**config.mk**
```make
export PLATFORM = sky130hd
export DESIGN_NAME = sr_latch_sequencer
export DESIGN_NICKNAME = d
export VERILOG_FILES = /design/src/rtl/sr_seq_pkg.sv /design/src/rtl/rr_arb2.sv /design/src/rtl/sr_latch_sequencer.sv
export SDC_FILE = /design/constraint.sdc
export NUM_CORES = 1
export LEC_CHECK = 0
export CAP_MARGIN = 10
export CORE_MARGIN = 8
export CORE_UTILIZATION = 25
export CTS_BUF_LIST = sky130_fd_sc_hd__clkbuf_4 sky130_fd_sc_hd__clkbuf_8
export DETAILED_ROUTE_END_ITERATION = 10
export GPL_TIMING_DRIVEN = 0
export PLACE_DENSITY = 0.52
export SKIP_CTS_REPAIR_TIMING = 1
export SKIP_LAST_GASP = 1
export SLEW_MARGIN = 20
export SYNTH_ARGS = -nofsm -noshare
export SYNTH_HDL_FRONTEND = slang
export SYNTH_SLANG_ARGS = --single-unit
```
**constraint.sdc**
```tcl
create_clock -name clk -period 1.7 [get_ports clk]
set_clock_uncertainty 0.2 [all_clocks]
set_input_delay 0.255 -clock clk [delete_from_list [all_inputs] [get_ports clk]]
set_output_delay 0.255 -clock clk [all_outputs]
set_load 0.1 [all_outputs]
```
**src/rtl/sr_seq_pkg.sv**
```systemverilog
// Shared definitions for the SR latch sequencer.
// Holds the 3-bit FSM state encodings, the operation codes carried on
// req*_op, and a helper that turns a cycle count into a counter reload value.
package sr_seq_pkg;

    localparam logic [2:0] ST_IDLE  = 3'd0;
    localparam logic [2:0] ST_SETUP = 3'd1;
    localparam logic [2:0] ST_PULSE = 3'd2;
    localparam logic [2:0] ST_HOLD  = 3'd3;
    localparam logic [2:0] ST_CHECK = 3'd4;
    localparam logic [2:0] ST_GAP   = 3'd5;

    localparam logic OP_SET   = 1'b1;
    localparam logic OP_RESET = 1'b0;

    // The counter counts down to zero, so a state lasting w cycles loads w-1.
    function automatic logic [3:0] load_count(input int unsigned w);
        return 4'(w - 1);
    endfunction

endpackage

```
**src/rtl/rr_arb2.sv**
```systemverilog
// Two-way round-robin arbiter.
// Ports:
//   req[1:0]   - request lines (requester valids)
//   last_grant - index of the requester granted most recently
//   gnt[1:0]   - one-hot grant, all zero when nothing is requested
//   gnt_id     - index of the granted requester (0 when nothing requested)
module rr_arb2 (
    input  logic [1:0] req,
    input  logic       last_grant,
    output logic [1:0] gnt,
    output logic       gnt_id
);

    always_comb begin
        gnt    = 2'b00;
        gnt_id = 1'b0;
        if (req == 2'b11) begin
            // Contention: the requester that was not served last wins.
            gnt_id = ~last_grant;
        end else begin
            gnt_id = req[1];
        end
        if (req != 2'b00) begin
            gnt = gnt_id ? 2'b10 : 2'b01;
        end
    end

endmodule

```
**src/rtl/sr_latch_sequencer.sv**
```systemverilog
// Sequencer that drives a gated SR latch on behalf of two requesters.
// Each accepted command walks SETUP -> PULSE -> HOLD -> CHECK -> GAP and the
// latch output is compared against the requested value before completion.
// Ports:
//   clk, rst                 - rising-edge clock, async active-high reset
//   req0_valid/op/ready      - requester 0 command handshake (op: 1=set, 0=reset)
//   req1_valid/op/ready      - requester 1 command handshake
//   S, R, Enable             - registered drive to the gated SR latch
//   Qa                       - latch output feedback
//   busy                     - high whenever the FSM is not idle
//   done, done_id            - one-cycle completion pulse and its requester index
//   err                      - sticky flag, latch did not reach the requested value
module sr_latch_sequencer
    import sr_seq_pkg::*;
#(
    parameter int unsigned SETUP_W = 1,
    parameter int unsigned PULSE_W = 2,
    parameter int unsigned GAP_W   = 2
) (
    input  logic clk,
    input  logic rst,
    input  logic req0_valid,
    input  logic req0_op,
    output logic req0_ready,
    input  logic req1_valid,
    input  logic req1_op,
    output logic req1_ready,
    output logic S,
    output logic R,
    output logic Enable,
    input  logic Qa,
    output logic busy,
    output logic done,
    output logic done_id,
    output logic err
);

    logic [2:0] state, state_n;
    logic [3:0] cnt, cnt_n;
    logic       op, op_n;
    logic       id, id_n;
    logic       last_grant, last_grant_n;
    logic [1:0] gnt;
    logic       gnt_id;
    logic       idle;
    logic       take;
    logic       drive_sr_n;

    rr_arb2 u_arb (
        .req        ({req1_valid, req0_valid}),
        .last_grant (last_grant),
        .gnt        (gnt),
        .gnt_id     (gnt_id)
    );

    assign idle       = (state == ST_IDLE);
    assign req0_ready = idle & gnt[0];
    assign req1_ready = idle & gnt[1];
    assign take       = idle & (gnt != 2'b00);

    always_comb begin
        state_n      = state;
        cnt_n        = cnt;
        op_n         = op;
        id_n         = id;
        last_grant_n = last_grant;
        case (state)
            ST_IDLE: begin
                if (take) begin
                    state_n      = ST_SETUP;
                    cnt_n        = load_count(SETUP_W);
                    op_n         = gnt_id ? req1_op : req0_op;
                    id_n         = gnt_id;
                    last_grant_n = gnt_id;
                end
            end
            ST_SETUP: begin
                if (cnt == 4'd0) begin
                    state_n = ST_PULSE;
                    cnt_n   = load_count(PULSE_W);
                end else begin
                    cnt_n = cnt - 4'd1;
                end
            end
            ST_PULSE: begin
                if (cnt == 4'd0) begin
                    state_n = ST_HOLD;
                    cnt_n   = 4'd0;
                end else begin
                    cnt_n = cnt - 4'd1;
                end
            end
            ST_HOLD: begin
                state_n = ST_CHECK;
                cnt_n   = 4'd0;
            end
            ST_CHECK: begin
                state_n = ST_GAP;
                cnt_n   = load_count(GAP_W);
            end
            ST_GAP: begin
                if (cnt == 4'd0) begin
                    state_n = ST_IDLE;
                    cnt_n   = 4'd0;
                end else begin
                    cnt_n = cnt - 4'd1;
                end
            end
            default: begin
                state_n = ST_IDLE;
                cnt_n   = 4'd0;
            end
        endcase
    end

    // Outputs are decoded from the next state so that they are registered
    // yet line up with the state they belong to.
    assign drive_sr_n = (state_n == ST_SETUP) || (state_n == ST_PULSE) ||
                        (state_n == ST_HOLD);

    always_ff @(posedge clk or posedge rst) begin
        if (rst) begin
            state      <= ST_IDLE;
            cnt        <= 4'd0;
            op         <= OP_RESET;
            id         <= 1'b0;
            last_grant <= 1'b1;
            S          <= 1'b0;
            R          <= 1'b0;
            Enable     <= 1'b0;
            busy       <= 1'b0;
            done       <= 1'b0;
            done_id    <= 1'b0;
            err        <= 1'b0;
        end else begin
            state      <= state_n;
            cnt        <= cnt_n;
            op         <= op_n;
            id         <= id_n;
            last_grant <= last_grant_n;
            S          <= drive_sr_n & op_n;
            R          <= drive_sr_n & ~op_n;
            Enable     <= (state_n == ST_PULSE);
            busy       <= (state_n != ST_IDLE);
            done       <= (state_n == ST_CHECK);
            if (state_n == ST_CHECK) begin
                done_id <= id;
            end
            // Qa has been stable since Enable fell in HOLD; sampling it on the
            // HOLD->CHECK edge lets err rise together with done.
            err <= err | ((state_n == ST_CHECK) && (Qa != op));
        end
    end

endmodule

```
==> reports/metrics.csv, run 1 <==
stage;metric;value;unit
status;status;complete, but fails checks;
status;violations;setup timing;
global_route;grt_pass1_vias;765;
logic_synthesis;synth_top_family_by_area;compound AO/OA/AOI/OAI gates;
global_route;grt_usage;0.0771;
timing;worst_pin_slew;0.667;ns
placed_design;place_inst;154;
clocking;clk_path_buf_depth;2;
clocking;clock-sinks;17;
pwr;comb_power_share;0.627;
logic_synthesis;synthMuxAreaShare;0.0340;
routing;vias;794;
logic_synthesis;yosys_most_used_dff;dfrtp_1;
routing;firstDrtPassIters;4;
timing;fin_crit_sh;1.12;
clocking;cts_inserted_buffers;3;
routing;drt_iter0_drc;14;
pwr;sw_frac_of_total;0.511;
logic_synthesis;yosysSeqAreaShare;0.464;
critical_path;end_kind;primary output;
logic_synthesis;synth_xor_area_frac;0.00952;
clocking;cts_root_buffer;clkbuf_8;
die;die-height;76.7;µm
logic_synthesis;synth_top_cell_area_share;0.435;
timing;setup_viol;2;
pwr;p_int;1.35;mW
critical_path;critPathArrivalTime;1.46;ns
placed_design;post-place-ws;-1.38;ns
timing;drv_slew;0;
pwr;switchingPower;1.41;mW
final_layout;final_cells;166;
die;fp.dieArea;5880;µm²
clocking;clkLatencyLatePin;0.25;ns
clocking;clk_pin_slew_worst_paths;0.07;ns
logic_synthesis;synth_edf_count;0;
final_layout;finalNetCount;128;
logic_synthesis;yosysWarnings;0;
die;die_x;76.7;µm
final_layout;n_antenna_cell;0;
timing;min_period;1.91;ns
critical_path;path_cells;buf_6 -> nor3_4 -> o21ai_2 -> nor2_4 -> buf_12;
logic_synthesis;synth_fa_ha_area_frac;0.0272;
pwr;p_seq_frac;0.261;
logic_synthesis;synth_top_cell_by_area;dfrtp_1;
critical_path;crit_type;reg -> out;
logic_synthesis;async_flop_share;1.00;
clocking;cts_htree_levels;1;
logic_synthesis;syn-num-nets;100;
global_route;overflow;0;
logic_synthesis;synth-seq-cells;17;
logic_synthesis;postSynthAreaPerCell;10.1;µm²
critical_path;slowest_delay;0.44;ns
pwr;ir_worst_vdd;0.617;mV
pwr;cellPowerDensity;2080;nW/µm²
placed_design;port_buffers;15;
routing;routed_wl;2310;µm
routing;drc;0;
logic_synthesis;syn_area;920;µm²
logic_synthesis;synthCells;91;
critical_path;critPathRequiredTime;1.24;ns
die;start_util;0.255;
routing;wl_per_cell;13.9;µm
global_route;grt_start_max_net_pins;18;
final_layout;area_delta_synth_final;44.8;%
die;core;3610;µm²
critical_path;crit_path_start_kind;flop;
timing;finalHoldViolations;0;
global_route;grt_pass1_wl;3760;µm
final_layout;nFillCells;381;
die;pin_count;16;
placed_design;gp_congestion;0.753;
global_route;antenna_found_initial;0;
timing;timing.final.ws_setup;-0.210;ns
logic_synthesis;yosys-top-cells-area;dfrtp_1 44%, a21oi_1 4.4%, dfstp_2 2.9%;
run;maxCapViolCount;0;
routing;vias_per_cell;4.78;
routing;ant_nets;0;
placed_design;hpwl;1570;µm
die;num_rows;22;
min_path;hold_class;in -> async;
pwr;p_leak;0.572;nW
timing;fmax;0.524;GHz
critical_path;cp_max_fo;4;
pwr;clkPwrFrac;0.112;
logic_synthesis;synth-simple-area-share;0.167;
critical_path;cpMaxStageDelayCell;dfrtp_2;
timing;rsz0062_at_grt;true;
logic_synthesis;ys_types;41;
critical_path;reg2reg_slack;0.01;ns
clocking;tritoncts;yes;
final_layout;drive_gt1_frac;0.398;
timing;slew_headroom;0.555;
logic_synthesis;synth_compound_area_frac;0.244;
==> Yosys cell counts, types with 2 or more instances <==
cell and n:
dfrtp_1 16, a21oi_1 8, inv_1 5, nor2_1 5
a21o_1 3, nand2_1 3, nor2b_1 3, nor3_1 3
nor3b_1 3, o211ai_1 3, o21ai_0 3, clkbuf_1 2
ha_1 2, mux2i_1 2, nand2b_1 2, o21a_1 2
o2bb2ai_1 2
==> sequential cells by signal, summed over array words and instances (netlist names) <==
register / flops
cnt: 4
state: 3
Enable: 1
R: 1
S: 1
busy: 1
done: 1
done_id: 1
err: 1
id: 1
last_grant: 1
op: 1
==> per-layer routing <==
metal | global-route usage | share of wire | up-vias
met5 | 0 | 0 | -
met4 | 0.0231 | 0.0065 | 0
met3 | 0.0280 | 0.038 | 2
met2 | 0.115 | 0.47 | 15
met1 | 0.101 | 0.48 | 391
li1 | - | - | 386
==> worst max-delay path: cells and delay by family (launching register included) <==
family,cells,cell delay [ns]
AND/OR/NAND/NOR,2,0.34
AO/OA/AOI/OAI,1,0.12
buffers and inverters,2,0.31
flip-flops,1,0.44
==> area by class of cell <==
class,instances,area (µm²),area share
buffer,4,31.3,0.0235
clock buffer,3,41.3,0.0310
clock inverter,1,5.00,0.00376
inverter,5,18.8,0.0141
multi-input combinational,64,539,0.405
sequential,17,428,0.321
tap,48,60.1,0.0451
timing repair buffer,24,208,0.156
==> per-stage QoR <==
stage	hold slack, ns	utilization	setup TNS, ns	power (mW)	instance area, µm²
finish	0.193	0.369	-0.391	2.77	1330
global route	0.206	0.369	-0.686	2.96	1330
CTS	0.230	0.334	-7.29	2.59	1200
detailed placement	0.267	0.321	-7.08	2.27	1160
global placement	0.239	0.321	-7.04	2.25	1160
floorplan	-0.0197	-	-0.133	1.93	947
==> cells by family after synthesis <==
group                    after synthesis
AND/OR/NAND/NOR                       26
adder cells (fa/ha/maj)                2
XOR/XNOR                               1
buffers and inverters                 10
multiplexers                           3
flip-flops                            17
AO/OA/AOI/OAI                         32
==> power by group through the flow <==
stage                     Sequential [mW]  Clock [mW]  Combinational [mW]
final                               0.720       0.310                1.73
after global routing                0.742       0.335                1.88
after CTS                           0.688       0.321                1.58
after detailed placement            0.695           0                1.58
after global placement              0.689           0                1.56
after floorplan                      1.14           0               0.785
==> layout by cell type (no fill, tap or decap), types with 3 or more instances in the layout <==
master and count:
clkbuf_8 3, inv_1 3, a21oi_1 8, nor2_1 3, nor2b_1 3, clkbuf_2 7, clkdlybuf4s50_1 4, o211ai_1 3
dfrtp_1 15, buf_4 9, nand2_1 3, a21o_1 3
==> path summary, 6_finish.rpt <==
kind / end / cells after the start / from
setup / recovery: req0_ready / 5 / state[1]$_DFF_PP0_
hold / removal: state[2]$_DFF_PP0_ / 2 / rst
setup reg to reg: cnt[2]$_DFFE_PP0P_ / 5 / cnt[0]$_DFFE_PP0P_
hold reg to reg: err$_DFF_PP0_ / 1 / err$_DFF_PP0_
max in group asynchronous: state[1]$_DFF_PP0_ / 2 / rst
min in group clk: last_grant$_DFFE_PP1P_ / 3 / req1_valid
Power figures use the tool's default switching activity.
==> run 2, diff against run 1 <==
--- a/config.mk
+++ b/config.mk
@@ -6,14 +6,13 @@
 export NUM_CORES = 1
 export LEC_CHECK = 0
 export CAP_MARGIN = 10
-export CORE_MARGIN = 8
+export CORE_MARGIN = 2
 export CORE_UTILIZATION = 25
 export CTS_BUF_LIST = sky130_fd_sc_hd__clkbuf_4 sky130_fd_sc_hd__clkbuf_8
 export DETAILED_ROUTE_END_ITERATION = 10
 export GPL_TIMING_DRIVEN = 0
-export PLACE_DENSITY = 0.52
+export PLACE_DENSITY = 0.42
 export SKIP_CTS_REPAIR_TIMING = 1
-export SKIP_LAST_GASP = 1
 export SLEW_MARGIN = 20
 export SYNTH_ARGS = -nofsm -noshare
 export SYNTH_HDL_FRONTEND = slang
==> run 2 against run 1 <==
  * The run still ends with setup timing left
  * Final area fell by 3.4%
  * Sequential share of layout area up 1.2 points
  * Core utilization fell by 1.2 points
  * Clock-buffer cell count unchanged
  * Hold slack worse by 0.028 ns
==> reports/metrics.csv, run 2 (same netlist as run 1, synthesis figures left out) <==
stage;metric;value;unit
routing;firstDrtPassIters;4;
critical_path;r2r-start;state[1]$_DFF_PP0_;
timing;worst_pin_slew;0.661;ns
clocking;clock-sinks;17;
clocking;cts_root_buffer;clkbuf_8;
timing;drv_slew;0;
clocking;clkLatencyLatePin;0.26;ns
die;core;3610;µm²
min_path;holdPathEnd;last_grant$_DFFE_PP1P_;
final_layout;largest_register_ffs;4;
critical_path;crit_type;reg -> out;
timing;whs;0.166;ns
clocking;clk_path_buf_depth;2;
clocking;cts_htree_levels;1;
clocking;tritoncts;yes;
global_route;antenna_found_initial;0;
timing;fmax;0.529;GHz
routing;wl_per_cell;13.3;µm
critical_path;r2r-end;cnt[2]$_DFFE_PP0P_;
clocking;clk_pin_slew_worst_paths;0.07;ns
die;start_util;0.255;
critical_path;cp_max_fo;6;
global_route;grt_pass1_vias;747;
timing;finalHoldViolations;0;
critical_path;critPathArrivalTime;1.43;ns
critical_path;end_kind;primary output;
global_route;grt_pass1_wl;3660;µm
status;status;complete, but fails checks;
critical_path;critPathRequiredTime;1.24;ns
timing;timing.final.ws_setup;-0.189;ns
global_route;overflow;0;
routing;vias_per_cell;4.67;
global_route;grt_usage;0.115;
final_layout;top_register;cnt;
final_layout;drive_gt1_frac;0.357;
timing;min_period;1.89;ns
routing;drc;0;
final_layout;finalNetCount;125;
final_layout;n_antenna_cell;0;
critical_path;crit_path_start_kind;flop;
timing;fin_crit_sh;1.11;
placed_design;hpwl;1500;µm
timing;finalSetupTns;-0.397;ns
die;fp.dieArea;4180;µm²
timing;slew_headroom;0.559;
die;pin_count;16;
final_layout;nFillCells;370;
routing;routed_wl;2170;µm
min_path;worstHoldPathCells;2;
placed_design;port_buffers;15;
status;violations;setup timing;
global_route;grt_start_max_net_pins;18;
final_layout;final_cell_mix;14 x dfrtp_1, 8 x a21oi_1, 7 x clkbuf_2;
placed_design;gp_congestion;0.716;
placed_design;post-place-ws;-1.36;ns
die;num_rows;22;
die;die_x;64.7;µm
timing;setup_viol;5;
die;die-height;64.7;µm
critical_path;reg2reg_slack;-0.02;ns
routing;ant_nets;0;
min_path;min_from;req0_valid;
min_path;hold_class;in -> reg;
final_layout;layout_commonest_cell;dfrtp_1;
timing;rsz0062_at_grt;true;
final_layout;top_regs;cnt x4, state x3;
routing;drt_iter0_drc;19;
final_layout;area_delta_synth_final;39.9;%
run;maxCapViolCount;0;
clocking;cts_inserted_buffers;3;
critical_path;r2r_cells;4;
routing;vias;761;
==> run 2: worst max path at each step <==
stage	startpoint	to	slack, ns	cells after the start
floorplan	state[1]$_DFF_PP0_	req0_ready	-0.11	4
global placement	req1_valid	req1_ready	-1.38	4
detailed placement	req1_valid	req1_ready	-1.36	4
CTS	req1_valid	req1_ready	-1.39	4
global route	state[1]$_DFF_PP0_	req0_ready	-0.27	5
finish	state[1]$_DFF_PP0_	req0_ready	-0.19	5
==> run 2: layout make-up <==
class / instances / area [µm²] / area share
Buffer: 4 / 31.3 / 0.0243
Clock buffer: 3 / 41.3 / 0.0321
Clock inverter: 1 / 5.00 / 0.00389
Inverter: 5 / 18.8 / 0.0146
Multi-Input combinational cell: 64 / 515 / 0.401
Sequential cell: 17 / 429 / 0.334
Tap cell: 48 / 60.1 / 0.0467
Timing Repair Buffer: 21 / 185 / 0.144
==> run 2: worst max-delay path: stages (launching register included) <==
cell and delay [ns]:
dfrtp_2 0.44, buf_6 0.14, nor3_4 0.20, o21ai_2 0.11, nor2_4 0.11, buf_12 0.18
==> run 2: layer usage <==
layer	vias to the layer above	GRT usage	share of wire
li1	382	-	-
met1	368	0.165	0.50
met2	9	0.172	0.47
met3	2	0.0156	0.021
met4	0	0.0479	0.0097
met5	-	0	0
==> run 2: stage by stage <==
stage | instance area [µm²] | util | std cells
after floorplan | 947 | - | 91
after global placement | 1160 | 0.321 | 154
after detailed placement | 1160 | 0.321 | 154
after CTS | 1200 | 0.334 | 158
after global routing | 1290 | 0.357 | 163
final | 1290 | 0.357 | 163
Power of run 2 is not shown: default switching activity piles up to over one toggle a cycle in this logic, so the estimate is an artifact.
==> run 3, diff against run 2 <==
--- a/config.mk
+++ b/config.mk
@@ -6,6 +6,7 @@
 export NUM_CORES = 1
 export LEC_CHECK = 0
 export CAP_MARGIN = 10
+export CORE_ASPECT_RATIO = 1.25
 export CORE_MARGIN = 2
 export CORE_UTILIZATION = 25
 export CTS_BUF_LIST = sky130_fd_sc_hd__clkbuf_4 sky130_fd_sc_hd__clkbuf_8
==> run 3 against run 2 <==
  * The run still ends with setup timing left
  * Die area is essentially flat
  * Clock-buffer cell count grew 1
  * Register-to-register slack gained 0.03 ns
  * Non-clock buffer count shrank 3
  * First-iteration DRC count grew 53%
  * Hold slack gained 0.016 ns
  * Final area shrank 1.5%
  * Cell count shrank 7.4%
  * Core utilization grew 0.41 points
  * Flip-flop and latch count is the same
  * Fmax shrank 0.83%
  * Critical path depth shrank 1
  * Critical endpoint is now req1_ready
==> reports/metrics.csv, run 3 (same netlist as run 1, synthesis figures left out) <==
stage;metric;value;unit
critical_path;crit_type;in -> out;
timing;min_period;1.91;ns
status;violations;setup timing;
critical_path;r2r-end;state[0]$_DFF_PP0_;
min_path;min_from;req1_valid;
timing;finalSetupTns;-0.525;ns
timing;setup_viol;5;
die;start_util;0.262;
final_layout;top_regs;cnt x4, state x3;
global_route;grt_usage;0.118;
timing;drv_slew;0;
die;num_rows;24;
critical_path;critPathArrivalTime;1.45;ns
critical_path;reg2reg_slack;0.01;ns
routing;firstDrtPassIters;4;
final_layout;largest_register_ffs;4;
die;die-height;71.8;µm
critical_path;end_kind;primary output;
critical_path;critPathRequiredTime;1.24;ns
routing;met3_length;110;µm
die;core;3510;µm²
final_layout;top_register;cnt;
routing;vias_per_cell;5.19;
placed_design;gp_congestion;0.791;
routing;drt_iter0_drc;29;
run;maxCapViolCount;0;
critical_path;worstSetupEndpoint;req1_ready;
final_layout;area_delta_synth_final;37.8;%
final_layout;n_antenna_cell;0;
timing;fin_crit_sh;1.12;
final_layout;layout_commonest_cell;dfrtp_1;
final_layout;drive_gt1_frac;0.348;
status;status;complete, but fails checks;
critical_path;crit_path_start_kind;primary input;
clocking;clk_path_buf_depth;2;
placed_design;hpwl;1550;µm
timing;rsz0062_at_grt;true;
clocking;tritoncts;yes;
global_route;grt_pass1_vias;740;
final_layout;nFillCells;371;
die;die_x;58.2;µm
final_layout;fin_util;0.361;
routing;highest_layer;met4;
timing;timing.final.ws_setup;-0.205;ns
clocking;clk_pin_slew_worst_paths;0.07;ns
critical_path;cp_max_fo;6;
critical_path;r2r-start;cnt[0]$_DFFE_PP0P_;
routing;routed_wl;2230;µm
timing;finalHoldViolations;0;
routing;wl_met2;1100;µm
clocking;cts_root_buffer;clkbuf_8;
final_layout;finalNetCount;122;
routing;drc;0;
global_route;grt_start_max_net_pins;18;
die;fp.dieArea;4180;µm²
clocking;cts_htree_levels;1;
timing;fmax;0.525;GHz
timing;slew_headroom;0.550;
final_layout;final_cell_mix;15 x dfrtp_1, 8 x a21oi_1, 7 x clkbuf_2;
global_route;grt_pass1_wl;3660;µm
global_route;overflow;0;
critical_path;r2r_cells;5;
clocking;clkLatencyLatePin;0.25;ns
routing;wl_met1;1010;µm
min_path;hold_class;in -> reg;
routing;ant_nets;0;
die;pin_count;16;
routing;vias;783;
timing;worst_pin_slew;0.670;ns
routing;wl_per_cell;14.8;µm
placed_design;port_buffers;15;
critical_path;crit_path_start;req0_valid;
clocking;clock-sinks;17;
global_route;antenna_found_initial;0;
clocking;cts_inserted_buffers;3;
-- run 3: cell types whose count changed in the layout (fill, tap and decap cells not counted), sizes merged --
cell and change:
dlymetal6s2s -1, clkinv -1, clkbuf +1, clkdlybuf4s50 +1, buf -3
-- run 3: layer usage --
metal / up-vias / track usage
met5: - / 0
met1: 383 / 0.142
met4: 0 / 0.0594
met3: 2 / 0.0253
met2: 22 / 0.196
li1: 376 / -
-- run 3: final cells by class --
type                            count  area [µm²]  area share
Clock buffer                        4        48.8      0.0385
Inverter                            5        18.8      0.0148
Tap cell                           39        48.8      0.0385
Sequential cell                    17         428       0.338
Multi-Input combinational cell     64         532       0.420
Buffer                              4        31.3      0.0247
Timing Repair Buffer               18         160       0.126
-- run 3: stage by stage --
stage               hold WS [ns]  worst slack (ns)  instance area, µm²  cells
floorplan                -0.0197            -0.114                 947     91
global placement           0.247             -1.42                1150    145
detailed placement         0.244             -1.41                1150    145
CTS                        0.246             -1.42                1190    149
global route               0.241            -0.282                1270    151
finish                     0.182            -0.205                1270    151
-- run 3: worst min-delay path by stage --
stage	end	slack (ns)	cells after the start
6_report	last_grant$_DFFE_PP1P_	0.18	3
5_1_grt	last_grant$_DFFE_PP1P_	0.24	3
4_1_cts	R$_DFF_PP0_	0.25	2
3_5_place_dp	err$_DFF_PP0_	0.24	1
3_3_place_gp	err$_DFF_PP0_	0.25	1
2_1_floorplan	Enable$_DFF_PP0_	-0.02	1
-- run 3: critical path: stages --
cell and delay [ns]:
clkdlybuf4s50_1 0.54, a21boi_4 0.26, and2_2 0.21, buf_12 0.17
Power of run 3 is left out for the same reason.
